## config.mk

```make
export PLATFORM = sky130hd
export DESIGN_NAME = uart2axi_burst_engine
export DESIGN_NICKNAME = d
export VERILOG_FILES = /design/src/rtl/uart2axi_burst_engine.sv
export SDC_FILE = /design/constraint.sdc
export NUM_CORES = 1
export LEC_CHECK = 0
export BUFFER_PORTS_ARGS = -buffer_cell sky130_fd_sc_hd__buf_2
export CAP_MARGIN = 20
export CORE_AREA = 2 2 292 294
export CTS_CLUSTER_SIZE = 28
export DETAILED_ROUTE_END_ITERATION = 10
export DIE_AREA = 0 0 294 296
export PLACE_DENSITY = 0.49
export SYNTH_ARGS = -nofsm -noshare
export SYNTH_HDL_FRONTEND = slang
export SYNTH_SLANG_ARGS = --single-unit
export TNS_END_PERCENT = 50
```

## constraint.sdc

```tcl
create_clock -name clk -period 3 [get_ports clk]
set_input_delay 0.45 -clock clk [delete_from_list [all_inputs] [get_ports clk]]
set_output_delay 0.45 -clock clk [all_outputs]
set_load 0.1 [all_outputs]
```

## src/rtl/uart2axi_burst_engine.sv

```systemverilog
// uart2axi_burst_engine
// Decodes framed read/write commands arriving as a UART byte stream and runs
// them as a burst of sequential single-beat AXI4-Lite transactions.
// Read data (MSB first) and a final status byte go back out on the tx stream.
//
// Frame: opcode (0x57 write / 0x52 read), N-1, AB address bytes, then for
// writes N*DB data bytes. All multi-byte fields are big-endian.
//
// Ports:
//   clk, rst             single clock, synchronous active-high reset
//   rx_data/rx_valid     incoming byte strobe from the UART receiver
//   rx_drop              one-cycle pulse when a byte arrives while not accepting
//   tx_data/valid/ready  outgoing byte stream to the UART transmitter
//   busy                 engine is not idle
//   m_axi_*              AXI4-Lite master (AW/W/B, AR/R channels)
module uart2axi_burst_engine #(
    parameter int ADDR_WIDTH = 32,
    parameter int DATA_WIDTH = 32,
    parameter int MAX_BURST  = 16,
    parameter int RX_TIMEOUT = 100000
) (
    input  logic                    clk,
    input  logic                    rst,
    input  logic [7:0]              rx_data,
    input  logic                    rx_valid,
    output logic                    rx_drop,
    output logic [7:0]              tx_data,
    output logic                    tx_valid,
    input  logic                    tx_ready,
    output logic                    busy,
    output logic [ADDR_WIDTH-1:0]   m_axi_awaddr,
    output logic [2:0]              m_axi_awprot,
    output logic                    m_axi_awvalid,
    input  logic                    m_axi_awready,
    output logic [DATA_WIDTH-1:0]   m_axi_wdata,
    output logic [DATA_WIDTH/8-1:0] m_axi_wstrb,
    output logic                    m_axi_wvalid,
    input  logic                    m_axi_wready,
    input  logic [1:0]              m_axi_bresp,
    input  logic                    m_axi_bvalid,
    output logic                    m_axi_bready,
    output logic [ADDR_WIDTH-1:0]   m_axi_araddr,
    output logic [2:0]              m_axi_arprot,
    output logic                    m_axi_arvalid,
    input  logic                    m_axi_arready,
    input  logic [DATA_WIDTH-1:0]   m_axi_rdata,
    input  logic [1:0]              m_axi_rresp,
    input  logic                    m_axi_rvalid,
    output logic                    m_axi_rready
);
    localparam int AB = ADDR_WIDTH / 8;
    localparam int DB = DATA_WIDTH / 8;
    localparam int CW = (MAX_BURST > 1) ? $clog2(MAX_BURST) : 1;
    localparam int TW = $clog2(RX_TIMEOUT + 1);

    localparam logic [3:0] S_IDLE        = 4'd0;
    localparam logic [3:0] S_GET_CNT     = 4'd1;
    localparam logic [3:0] S_GET_ADDR    = 4'd2;
    localparam logic [3:0] S_GET_WDATA   = 4'd3;
    localparam logic [3:0] S_AXI_AW_W    = 4'd4;
    localparam logic [3:0] S_AXI_B       = 4'd5;
    localparam logic [3:0] S_AXI_AR      = 4'd6;
    localparam logic [3:0] S_AXI_R       = 4'd7;
    localparam logic [3:0] S_SEND_RDATA  = 4'd8;
    localparam logic [3:0] S_SEND_STATUS = 4'd9;

    logic [3:0]                           state_q, state_d;
    logic                                 wr_q, wr_d;
    logic [CW-1:0]                        cnt_q, cnt_d;    // beats - 1
    logic [CW-1:0]                        beat_q, beat_d;
    logic [3:0]                           bcnt_q, bcnt_d;  // byte index within a field
    logic [ADDR_WIDTH-1:0]                addr_q, addr_d;
    logic [MAX_BURST-1:0][DATA_WIDTH-1:0] wbuf_q, wbuf_d;
    logic [DATA_WIDTH-1:0]                rsh_q, rsh_d;    // read data, shifted out MSB first
    logic [TW-1:0]                        tmo_q, tmo_d;
    logic awv_q, awv_d, wv_q, wv_d, brdy_q, brdy_d, arv_q, arv_d, rrdy_q, rrdy_d;
    logic txv_q, txv_d, drop_q, drop_d;
    logic [7:0] txd_q, txd_d;

    logic in_get, accepting, last_beat;
    assign in_get    = (state_q == S_GET_CNT) || (state_q == S_GET_ADDR) || (state_q == S_GET_WDATA);
    assign accepting = in_get || (state_q == S_IDLE);
    assign last_beat = (beat_q == cnt_q);

    always_comb begin
        state_d = state_q; wr_d = wr_q; cnt_d = cnt_q; beat_d = beat_q; bcnt_d = bcnt_q;
        addr_d = addr_q; wbuf_d = wbuf_q; rsh_d = rsh_q; tmo_d = tmo_q;
        awv_d = awv_q; wv_d = wv_q; brdy_d = brdy_q; arv_d = arv_q; rrdy_d = rrdy_q;
        txv_d = txv_q; txd_d = txd_q;
        drop_d = rx_valid && !accepting;

        case (state_q)
            S_IDLE: if (rx_valid) begin
                tmo_d = '0;
                if (rx_data == 8'h57 || rx_data == 8'h52) begin
                    wr_d    = (rx_data == 8'h57);
                    state_d = S_GET_CNT;
                end else begin
                    txv_d   = 1'b1;
                    txd_d   = 8'hFE;
                    state_d = S_SEND_STATUS;
                end
            end
            S_GET_CNT: if (rx_valid) begin
                cnt_d   = (int'(rx_data) >= MAX_BURST) ? CW'(MAX_BURST - 1) : CW'(rx_data);
                bcnt_d  = '0;
                state_d = S_GET_ADDR;
            end
            S_GET_ADDR: if (rx_valid) begin
                addr_d = ADDR_WIDTH'({addr_q, rx_data});
                bcnt_d = bcnt_q + 4'd1;
                if (bcnt_q == 4'(AB - 1)) begin
                    bcnt_d = '0;
                    beat_d = '0;
                    if (wr_q) begin
                        state_d = S_GET_WDATA;
                    end else begin
                        arv_d   = 1'b1;
                        state_d = S_AXI_AR;
                    end
                end
            end
            S_GET_WDATA: if (rx_valid) begin
                wbuf_d[beat_q] = DATA_WIDTH'({wbuf_q[beat_q], rx_data});
                bcnt_d = bcnt_q + 4'd1;
                if (bcnt_q == 4'(DB - 1)) begin
                    bcnt_d = '0;
                    if (last_beat) begin
                        beat_d  = '0;
                        awv_d   = 1'b1;
                        wv_d    = 1'b1;
                        state_d = S_AXI_AW_W;
                    end else begin
                        beat_d = beat_q + 1'b1;
                    end
                end
            end
            S_AXI_AW_W: begin
                // AW and W complete independently; a low valid here means that
                // channel has already handshaken for this beat.
                if (m_axi_awready) awv_d = 1'b0;
                if (m_axi_wready)  wv_d  = 1'b0;
                if ((!awv_q || m_axi_awready) && (!wv_q || m_axi_wready)) begin
                    brdy_d  = 1'b1;
                    state_d = S_AXI_B;
                end
            end
            S_AXI_B: if (m_axi_bvalid) begin
                brdy_d = 1'b0;
                if (m_axi_bresp != 2'b00 || last_beat) begin
                    txv_d   = 1'b1;
                    txd_d   = {6'b0, m_axi_bresp};
                    state_d = S_SEND_STATUS;
                end else begin
                    beat_d  = beat_q + 1'b1;
                    addr_d  = addr_q + ADDR_WIDTH'(DB);
                    awv_d   = 1'b1;
                    wv_d    = 1'b1;
                    state_d = S_AXI_AW_W;
                end
            end
            S_AXI_AR: if (m_axi_arready) begin
                arv_d   = 1'b0;
                rrdy_d  = 1'b1;
                state_d = S_AXI_R;
            end
            S_AXI_R: if (m_axi_rvalid) begin
                rrdy_d = 1'b0;
                txv_d  = 1'b1;
                if (m_axi_rresp != 2'b00) begin
                    txd_d   = {6'b0, m_axi_rresp};
                    state_d = S_SEND_STATUS;
                end else begin
                    txd_d   = m_axi_rdata[DATA_WIDTH-1 -: 8];
                    rsh_d   = m_axi_rdata << 8;
                    bcnt_d  = '0;
                    state_d = S_SEND_RDATA;
                end
            end
            S_SEND_RDATA: if (tx_ready) begin
                bcnt_d = bcnt_q + 4'd1;
                txd_d  = rsh_q[DATA_WIDTH-1 -: 8];
                rsh_d  = rsh_q << 8;
                if (bcnt_q == 4'(DB - 1)) begin
                    bcnt_d = '0;
                    if (last_beat) begin
                        txd_d   = 8'h00;
                        state_d = S_SEND_STATUS;
                    end else begin
                        txv_d   = 1'b0;
                        beat_d  = beat_q + 1'b1;
                        addr_d  = addr_q + ADDR_WIDTH'(DB);
                        arv_d   = 1'b1;
                        state_d = S_AXI_AR;
                    end
                end
            end
            S_SEND_STATUS: if (tx_ready) begin
                txv_d   = 1'b0;
                state_d = S_IDLE;
            end
            default: state_d = S_IDLE;
        endcase

        // Inter-byte timeout: a stalled partial frame is dropped without status.
        if (in_get && !rx_valid) begin
            if (tmo_q == TW'(RX_TIMEOUT - 1)) begin
                tmo_d   = '0;
                state_d = S_IDLE;
            end else begin
                tmo_d = tmo_q + 1'b1;
            end
        end else if (in_get) begin
            tmo_d = '0;
        end
    end

    always_ff @(posedge clk) begin
        if (rst) begin
            state_q <= S_IDLE; wr_q <= 1'b0; cnt_q <= '0; beat_q <= '0; bcnt_q <= '0;
            addr_q <= '0; wbuf_q <= '0; rsh_q <= '0; tmo_q <= '0;
            awv_q <= 1'b0; wv_q <= 1'b0; brdy_q <= 1'b0; arv_q <= 1'b0; rrdy_q <= 1'b0;
            txv_q <= 1'b0; txd_q <= '0; drop_q <= 1'b0;
        end else begin
            state_q <= state_d; wr_q <= wr_d; cnt_q <= cnt_d; beat_q <= beat_d; bcnt_q <= bcnt_d;
            addr_q <= addr_d; wbuf_q <= wbuf_d; rsh_q <= rsh_d; tmo_q <= tmo_d;
            awv_q <= awv_d; wv_q <= wv_d; brdy_q <= brdy_d; arv_q <= arv_d; rrdy_q <= rrdy_d;
            txv_q <= txv_d; txd_q <= txd_d; drop_q <= drop_d;
        end
    end

    assign rx_drop       = drop_q;
    assign tx_data       = txd_q;
    assign tx_valid      = txv_q;
    assign busy          = (state_q != S_IDLE);
    assign m_axi_awaddr  = addr_q;
    assign m_axi_awprot  = 3'b000;
    assign m_axi_awvalid = awv_q;
    assign m_axi_wdata   = wbuf_q[beat_q];
    assign m_axi_wstrb   = '1;
    assign m_axi_wvalid  = wv_q;
    assign m_axi_bready  = brdy_q;
    assign m_axi_araddr  = addr_q;
    assign m_axi_arprot  = 3'b000;
    assign m_axi_arvalid = arv_q;
    assign m_axi_rready  = rrdy_q;
endmodule
```

* After elaboration in Yosys (flattened, before gate mapping)
Cells that the tools add are included.
Widths: inputs -> output; s select.
** Word-level totals
- Register bits :: 625
- Latch bits :: 0
- Bits in writable memories :: 0
- Bits in read-only memories :: 0
- Bits of input ports :: 53
- Memories kept :: 0
** Operators by class
- Add/subtract/negate cells :: 4
- Multiply operators :: 0
- Divide/modulo/power cells :: 0
- Order comparisons :: 3
- Equal/unequal tests :: 37
- Shift operators :: 0
- Mux-type cells :: 105
- Bitwise logic cells :: 0
- Reductions and logical operators :: 47
** Operators by type and width (count)
- $bwmux 512 :: 1
- $mux 32 :: 11
- $mux 4 :: 36
- $bmux 32 s4 :: 1
- $demux 32 s4 :: 1
- $pmux 32 s3 :: 1
- $mux 17 :: 5
- $mux 8 :: 9
- $pmux 32 s2 :: 1
- $ne 2x2->1 const B :: 20
- $pmux 4 s10 :: 1
- $add 32x3->32 const B :: 1
- $pmux 4 s4 :: 2
- $pmux 8 s4 :: 1
- $mux 1 :: 28
- $reduce_and 7->1 :: 4
- $reduce_and 10->1 :: 2
- $add 17x1->17 const B :: 1
- $eq 17x17->1 const B :: 1
- $eq 4x3->1 const B :: 4
- $eq 8x7->1 const B :: 2
- $reduce_bool 4->1 :: 4
- $reduce_bool 3->1 :: 5
- $eq 4x2->1 const B :: 3
- 24 further kinds :: 51

* Logic depth before layout (Yosys ltp)
Gate-level depths: netlist of the first run.
- Depth after elaboration :: 7
- Depth in mapped cells :: 13

* Worst setup path before layout of the first run
No wires, ideal clock.
- Kind :: reg2reg
- Start :: register addr_q[2], in the netlist m_axi_araddr[2]
- End :: register addr_q[18], in the netlist m_axi_araddr[18]
- Library setup time :: 0.087 ns
- Data arrival time :: 2.823 ns
- Path slack :: 0.090 ns
- Stages on the path, launching flop included :: 7
- Buffers on the path :: 0
- Clock period less this slack :: 2.910 ns
- Path through :: dfxtp_1 > ha_1 > nand3_1 > nor4_1 > nor4b_1 > a21oi_1 > o31ai_1
** Between the ends
- Longest elaborated chain between the ends :: 5
- Elaborated cells between the ends (all ways) :: 7
- Those cells by class :: add/sub: 1; mux: 6
** Ends and longest elaborated chain
- start: declaration :: RTL line 72 : logic [ADDR_WIDTH-1:0] addr_q, addr_d;
- start signal: assignment :: RTL line 226 : addr_q <= addr_d; wbuf_q <= wbuf_d; rsh_q <= rsh_d; tmo_q <= tmo_d;
- $add 32x3->32 (*) :: RTL line 156, 192
- $mux 32 :: RTL line 186 : if (last_beat) begin
- $mux 32 :: RTL line 184 : if (bcnt_q == 4'(DB - 1)) begin
- $mux 32 :: RTL line 180 : S_SEND_RDATA: if (tx_ready) begin
- $pmux 32 s3 (*) :: RTL line 92 : case (state_q)
Mark *: on every way between the ends. The rest lies on a longest branch, timed or not. The select of a mux whose other input is x is not followed.
A chain may end at the register's enable or synchronous reset.

* Final worst setup path of the first run
- Start :: register beat_q[0]
- End :: output port m_axi_wdata[3]
** Between the ends
- Longest elaborated chain between the ends :: 2
** Ends and longest elaborated chain
- start: declaration :: RTL line 70 : logic [CW-1:0] beat_q, beat_d;
- start signal: assignment :: RTL line 225 : state_q <= state_d; wr_q <= wr_d; cnt_q <= cnt_d; beat_q <= beat_d; bcnt_q <= bcnt_d;
- $bmux 32 s4 :: RTL line 239 : assign m_axi_wdata = wbuf_q[beat_q];
- $mux 32 (implied by the code) :: RTL line 239
- end: declaration :: RTL line 35 : output logic [DATA_WIDTH-1:0] m_axi_wdata,
No other way between the ends. The select of a mux whose other input is x is not followed.

==> impl_results.md, run 1 <==
- Post-layout min period: 3240 ps
- H-tree depth: 3
- Synth Instances: 3026
- Layout cell share with drive strength beyond 1: 23.3%
- Antenna violations before repair: 3
- CTS Sinks: 617
- Vert. Die Dim: 296 um
- Failing checks: setup timing
- GR Overflow Total: 0
- Final period util: 108%
- Die width: 294 um
- Area Overhead vs Synth: 22.1%
- Maximum clock path buffer count: 3
- Setup CP Type: flip-flop to output pin
- DIE AREA: 87000 um2
- Seq/Total Area, Yosys: 45.0%
- GR Util met1: 29.0%
- Row cnt: 107
- Worst slew margin: 45.4%
- Commonest non-fill, non-tap cell in the layout: nand2_1
- Hold Fails Final Rpt: 0
- Grt met3 use: 4.12%
- Clk root buf: clkbuf_16
- Critical Path RT: 2550 ps
- Placed insts: 4124
- Worst path cell trace: buf_6, buf_6, buf_4, mux4_2, mux2_4, o21ai_4, inv_2, buf_12
- DR vias: 25000
- Starting DRC count in detailed routing: 2362
- Crit path max-delay family: multiplexers
- Clock slew at reported path FFs: 60 ps
- Flop2flop setup slack: 120 ps
- TritonRoute pass-1 iters: 6
- DP Wirelength: 60.2 mm
- PnR worst setup slack: -235 ps
- Arrival @ worst endpoint: 2790 ps
- Worst Skew: 55.5 ps
- Synth Flop Type: dfxtp_1
- Routed Antenna Nets: 0
- Worst skew pair latency: 640 ps
- Pin count of the biggest net entering global routing: 120
- Worst-path fanout max: 4
- Area of the core: 84200 um2
- Number of hold buffers added after cts: 0
- Startpoint types: flip-flop
- Drt drc: 0
- Hold Path Class: input pin to flip-flop
- Number of enable flip-flop cells after synthesis: 0
- Pwr dens: 610 nW/um2
- RSZ-0062 raised after global routing: yes
- Layout fillers: 8210
- Slowest CP cell: mux4_2
- WP buf/inv: 5
- First-pass GRT wire length: 151 mm
- Worst Tran Pin Value: 818 ps
- Endpoints failing setup: 32
- Number of vias per cell: 5.82
- Number of buffers created by CTS: 74
- GR peak layer: met2
- Commonest non-fill, non-tap cells in the layout: nand2_1, dfxtp_1, o22ai_1, a21oi_1, buf_4
- Mapped Area: 27400 um2
- IO Pins: 175
- Effective utilization at floorplan: 32.6%
- Status: finished, violations left
- Max VDD drop: 0.515 mV
- Syn_area_per_cell: 9.06 um2
- Final Slew Violations: 0
- Final net count: 3213
- CTS tree: built
- Total power draw: 20.4 mW
- Fmax achieved: 0.309 GHz
- PortBufs: 164
- Max-Cap Viols: 0
- CP dominant cell by count: buf_6
- Post-synth cell types: 87
- Worst setup EP type: output pin
- All-Layer GR Usage: 22.4%
- Met2 Use GR: 37.4%
- WL/cell: 23.4 um
- Number of global-route vias before repair: 24200
- Detailed Route WL: 101 mm
- Count of warnings emitted by yosys: 0
- Seq cells post-synth: 617
- Leak pwr: 11.5 nW
- Gpl congestion: 0.848
- CP peak stage delay: 550 ps
- Fin cells: 4304
- Asr flop ratio synth: 0%
-- report_power, final --
group          leakage (nW)  switching, mW  internal [mW]  total [mW]
clock                  1.22           3.80           5.34        9.14
combinational          5.33           2.09          0.700        2.79
sequential             4.98          0.154           8.34        8.50
-- flip-flops by register name, indices dropped and copies added, names as in the netlist, 4 cells and up --
name and flops:
beat_q 4, state_q 4, bcnt_q 4, tx_data 8
rsh_q 24, cnt_q 4, tmo_q 17, wbuf_q 512
m_axi_araddr 32
-- worst paths after layout --
kind / from / to / cells after the start
min: m_axi_rdata[2] / rsh_q[10] / 3
max: beat_q[0] / m_axi_wdata[3] / 8
min reg2reg: wbuf_q[452] / wbuf_q[452] / 2
max reg2reg: beat_q[0] / m_axi_araddr[26] / 9
-- stage by stage --
step | TNS, ps | hold slack, ps | util [%] | area [um2] | setup WS, ps
after floorplan | 0 | 432 | - | 27500 | 89.7
after global placement | 0 | 439 | 35.3 | 29800 | 229
after detailed placement | 0 | 443 | 35.3 | 29800 | 226
after CTS | -5870 | 55.7 | 39.4 | 33200 | -238
after global routing | -6700 | 60.0 | 39.8 | 33500 | -271
final | -4560 | 79.7 | 39.8 | 33500 | -235
-- synthesized netlist by cell type (6+ instances only) --
library cell	n	area share (%)
nand3_1	41	0.75
buf_2	37	0.68
mux2_2	24	0.99
nor3b_1	6	0.16
mux4_2	136	11
and2_1	8	0.18
nor4_1	9	0.21
o31a_1	7	0.22
dfxtp_1	617	45
a31oi_1	17	0.39
a311oi_1	29	0.93
a41oi_1	8	0.26
mux2i_1	27	0.99
o21ai_0	26	0.47
nand2_1	794	11
a221oi_1	8	0.26
nand4_1	16	0.37
nor2b_1	8	0.18
o22ai_1	385	8.8
buf_6	7	0.29
clkbuf_1	193	2.6
a211oi_1	11	0.30
and3_1	10	0.23
ha_1	7	0.32
buf_1	15	0.21
o32ai_1	7	0.22
a21oi_1	187	3.4
a22oi_1	12	0.33
o311ai_1	12	0.38
o21ai_2	24	0.77
nor2_1	74	1.0
nand2b_1	6	0.14
inv_1	47	0.64
o31ai_1	16	0.44
nor3_1	17	0.31
buf_4	74	2.0
-- cells by family (layout without fill, tap and decap cells) --
kind of cell / after synthesis / in the layout / share of synthesized area, %
fa+ha+maj: 7 / 7 / 0.319
flops: 617 / 617 / 45.0
mux: 187 / 187 / 13.1
other cells: 2 / 12 / 0.0274
xor+xnor: 7 / 7 / 0.224
simple gates: 1035 / 1035 / 15.9
compound gates: 796 / 796 / 18.8
buf+inv: 375 / 553 / 6.51
-- layout make-up --
| cell class | count | area (um2) | share of cell area, % |
|---|---|---|---|
| diodes | 2 | 5.00 | 0.0149 |
| clock buffers | 101 | 2110 | 6.31 |
| clock inverters | 34 | 373 | 1.11 |
| inverters | 48 | 188 | 0.561 |
| multi-input cells | 2042 | 13700 | 41.0 |
| flip-flops and latches | 617 | 12400 | 36.9 |
| well taps | 1090 | 1360 | 4.07 |
| repair buffers | 370 | 3360 | 10.0 |
-- worst register-to-register path, stage by stage, from the launching register on --
cell,delay (ps)
dfxtp_4,370
buf_6,130
buf_12,150
buf_4,170
xor2_1,220
or4_1,690
a31oi_4,510
buf_4,270
a211o_1,120
a21oi_1,50
-- routing by layer --
layer  vias up  part of all wire, %
met5         -                0.019
met4         2                  3.6
met3       211                  7.1
met2      1063                   47
met1     12500                   42
li1      11200                    -
-- what timing repair did --
action,in CTS,in global routing
resized for setup,144,51
pin swaps,8,14
endpoints found under the hold margin,0,0
setup endpoints to repair,32,62
setup buffers,22,15
cloned,6,3
Power figures use the tool's default switching activity.
==> inputs of run 2 (changes only) <==
CORE_AREA = 2 2 238 240   (was 2 2 292 294)
DIE_AREA = 0 0 240 242   (was 0 0 294 296)
PLACE_DENSITY = 0.68   (was 0.49)
==> run 2 against run 1 <==
The flow still finishes with violations (setup timing). Sequential share of layout area up 1.4 points. Power down 4.8%. Wire length down 10%. Clock power down 9.8%. Via count up 0.69%. Sequential power about the same. First-iteration DRC count up 31%. Core utilization up 18 points. Largest cell class unchanged.
==> impl_results.md, run 2 (same netlist as run 1, synthesis figures left out) <==
- Effective utilization at floorplan: 49.2%
- Status: finished, violations left
- PortBufs: 164
- Commonest non-fill, non-tap cells in the layout: nand2_1, dfxtp_1, o22ai_1, a21oi_1, buf_4
- Post-layout min period: 3150 ps
- Starting DRC count in detailed routing: 3095
- Gpl congestion: 0.875
- Routed Antenna Nets: 0
- H-tree depth: 3
- Worst Skew: 34.6 ps
- Max-Cap Viols: 0
- RSZ-0062 raised after global routing: yes
- Pwr dens: 602 nW/um2
- RR Startpoint: beat_q[0]
- Worst-path fanout max: 8
- Crit path from: beat_q[0]
- Max VDD drop: 0.444 mV
- First-pass GRT wire length: 138 mm
- Area of the core: 55700 um2
- Hold Fails Final Rpt: 0
- PnR worst setup slack: -154 ps
- CTS tree: built
- IO Pins: 175
- Final Slew Violations: 0
- Final period util: 105%
- Worst setup EP type: output pin
- Post-layout util: 57.9%
- Hold Path Class: input pin to flip-flop
- All-Layer GR Usage: 30.3%
- DIE AREA: 58100 um2
- Antenna violations before repair: 0
- Area Overhead vs Synth: 17.8%
- Layout cell share with drive strength beyond 1: 22.0%
- Arrival @ worst endpoint: 2700 ps
- Pin count of the biggest net entering global routing: 128
- Number of vias per cell: 6.42
- Row cnt: 87
- Die width: 240 um
- Worst Tran Pin Value: 1160 ps
- Top reg by flops: wbuf_q
- Critical Path RT: 2550 ps
- TritonRoute pass-1 iters: 7
- Clock slew at reported path FFs: 60 ps
- CTS Sinks: 617
- Final net count: 3180
- Endpoints failing setup: 31
- Clk root buf: clkbuf_16
- Vert. Die Dim: 242 um
- Worst slew margin: 22.9%
- Leak pwr: 11.2 nW
- DP Wirelength: 54.5 mm
- Number of flip-flops in the largest register: 512
- Setup CP Type: flip-flop to output pin
- Startpoint types: flip-flop
- WL/cell: 23.0 um
- Detailed Route WL: 90.3 mm
- Number of buffers created by CTS: 66
- Drt drc: 0
- Number of hold buffers added after cts: 0
- Final hold slack: 108 ps
- Failing checks: setup timing
- Fmax achieved: 0.317 GHz
- Number of global-route vias before repair: 24200
- Worst Hold Launch: m_axi_rdata[5]
- DR vias: 25200
- Total power draw: 19.4 mW
- GR Overflow Total: 0
- Maximum clock path buffer count: 3
- Worst skew pair latency: 610 ps
- Commonest non-fill, non-tap cell in the layout: nand2_1
## run 2: cell types whose count changed in the layout (fill, tap and decap cells not counted), moves of 6 or more
cell	delta
buf_12	-9
buf_4	-16
buf_6	+6
inv_1	+6
inv_2	-10
mux2_2	+6
mux2_4	-6
## run 2: area by class of cell
cell class                      count  area [um2]
Antenna cell                        1        2.50
Clock buffer                      101        2050
Clock inverter                     15         131
Fill cell                        4716       23400
Inverter                           48         198
Multi-Input combinational cell   2042       13600
Sequential cell                   617       12400
Tap cell                          756         946
Timing Repair Buffer              345        2980
## run 2: final timing paths
check	end	slack [ps]	cells past startpoint
setup / recovery	m_axi_wdata[25]	-150	6
hold / removal	rsh_q[13]	110	3
setup reg to reg	m_axi_araddr[17]	180	8
hold reg to reg	rsh_q[11]	450	2
## run 2: through the flow
| stage | cells | instance area, um2 | setup TNS, ps | setup slack [ps] |
|---|---|---|---|---|
| detailed placement | 3764 | 29000 | 0 | 303 |
| finish | 3925 | 32300 | -2840 | -154 |
| global route | 3924 | 32300 | -4430 | -186 |
| floorplan | 3034 | 27500 | 0 | 89.7 |
| global placement | 3764 | 29000 | 0 | 333 |
| CTS | 3908 | 32100 | -3950 | -231 |
## run 2: per-layer routing
metal  track usage (%)  vias up  part of all wire, %
met5                 0        -                    0
met4              15.7        0                  5.2
met3              5.69      305                  9.4
met2              48.3     1515                   47
met1              39.2    12200                   39
li1                  -    11100                    -
## run 2: critical path, stage by stage, from the launching register on
cell     delay (ps)
dfxtp_4         400
buf_6           130
buf_12          160
buf_16          150
mux4_2          520
mux4_2          540
buf_12          190
## run 2: timing repair
action                                 CTS  global route
buffers inserted                        22            17
cloned                                   6             1
endpoints found under the hold margin    0             0
setup endpoints to repair               32            32
pin swaps                                8             9
gates resized for setup                137            27
## run 2: report_power, final
| group | internal (mW) | switching [mW] |
|---|---|---|
| Clock | 4.87 | 3.36 |
| Sequential | 8.34 | 0.157 |
| Combinational | 0.667 | 2.04 |
| Total | 13.9 | 5.56 |
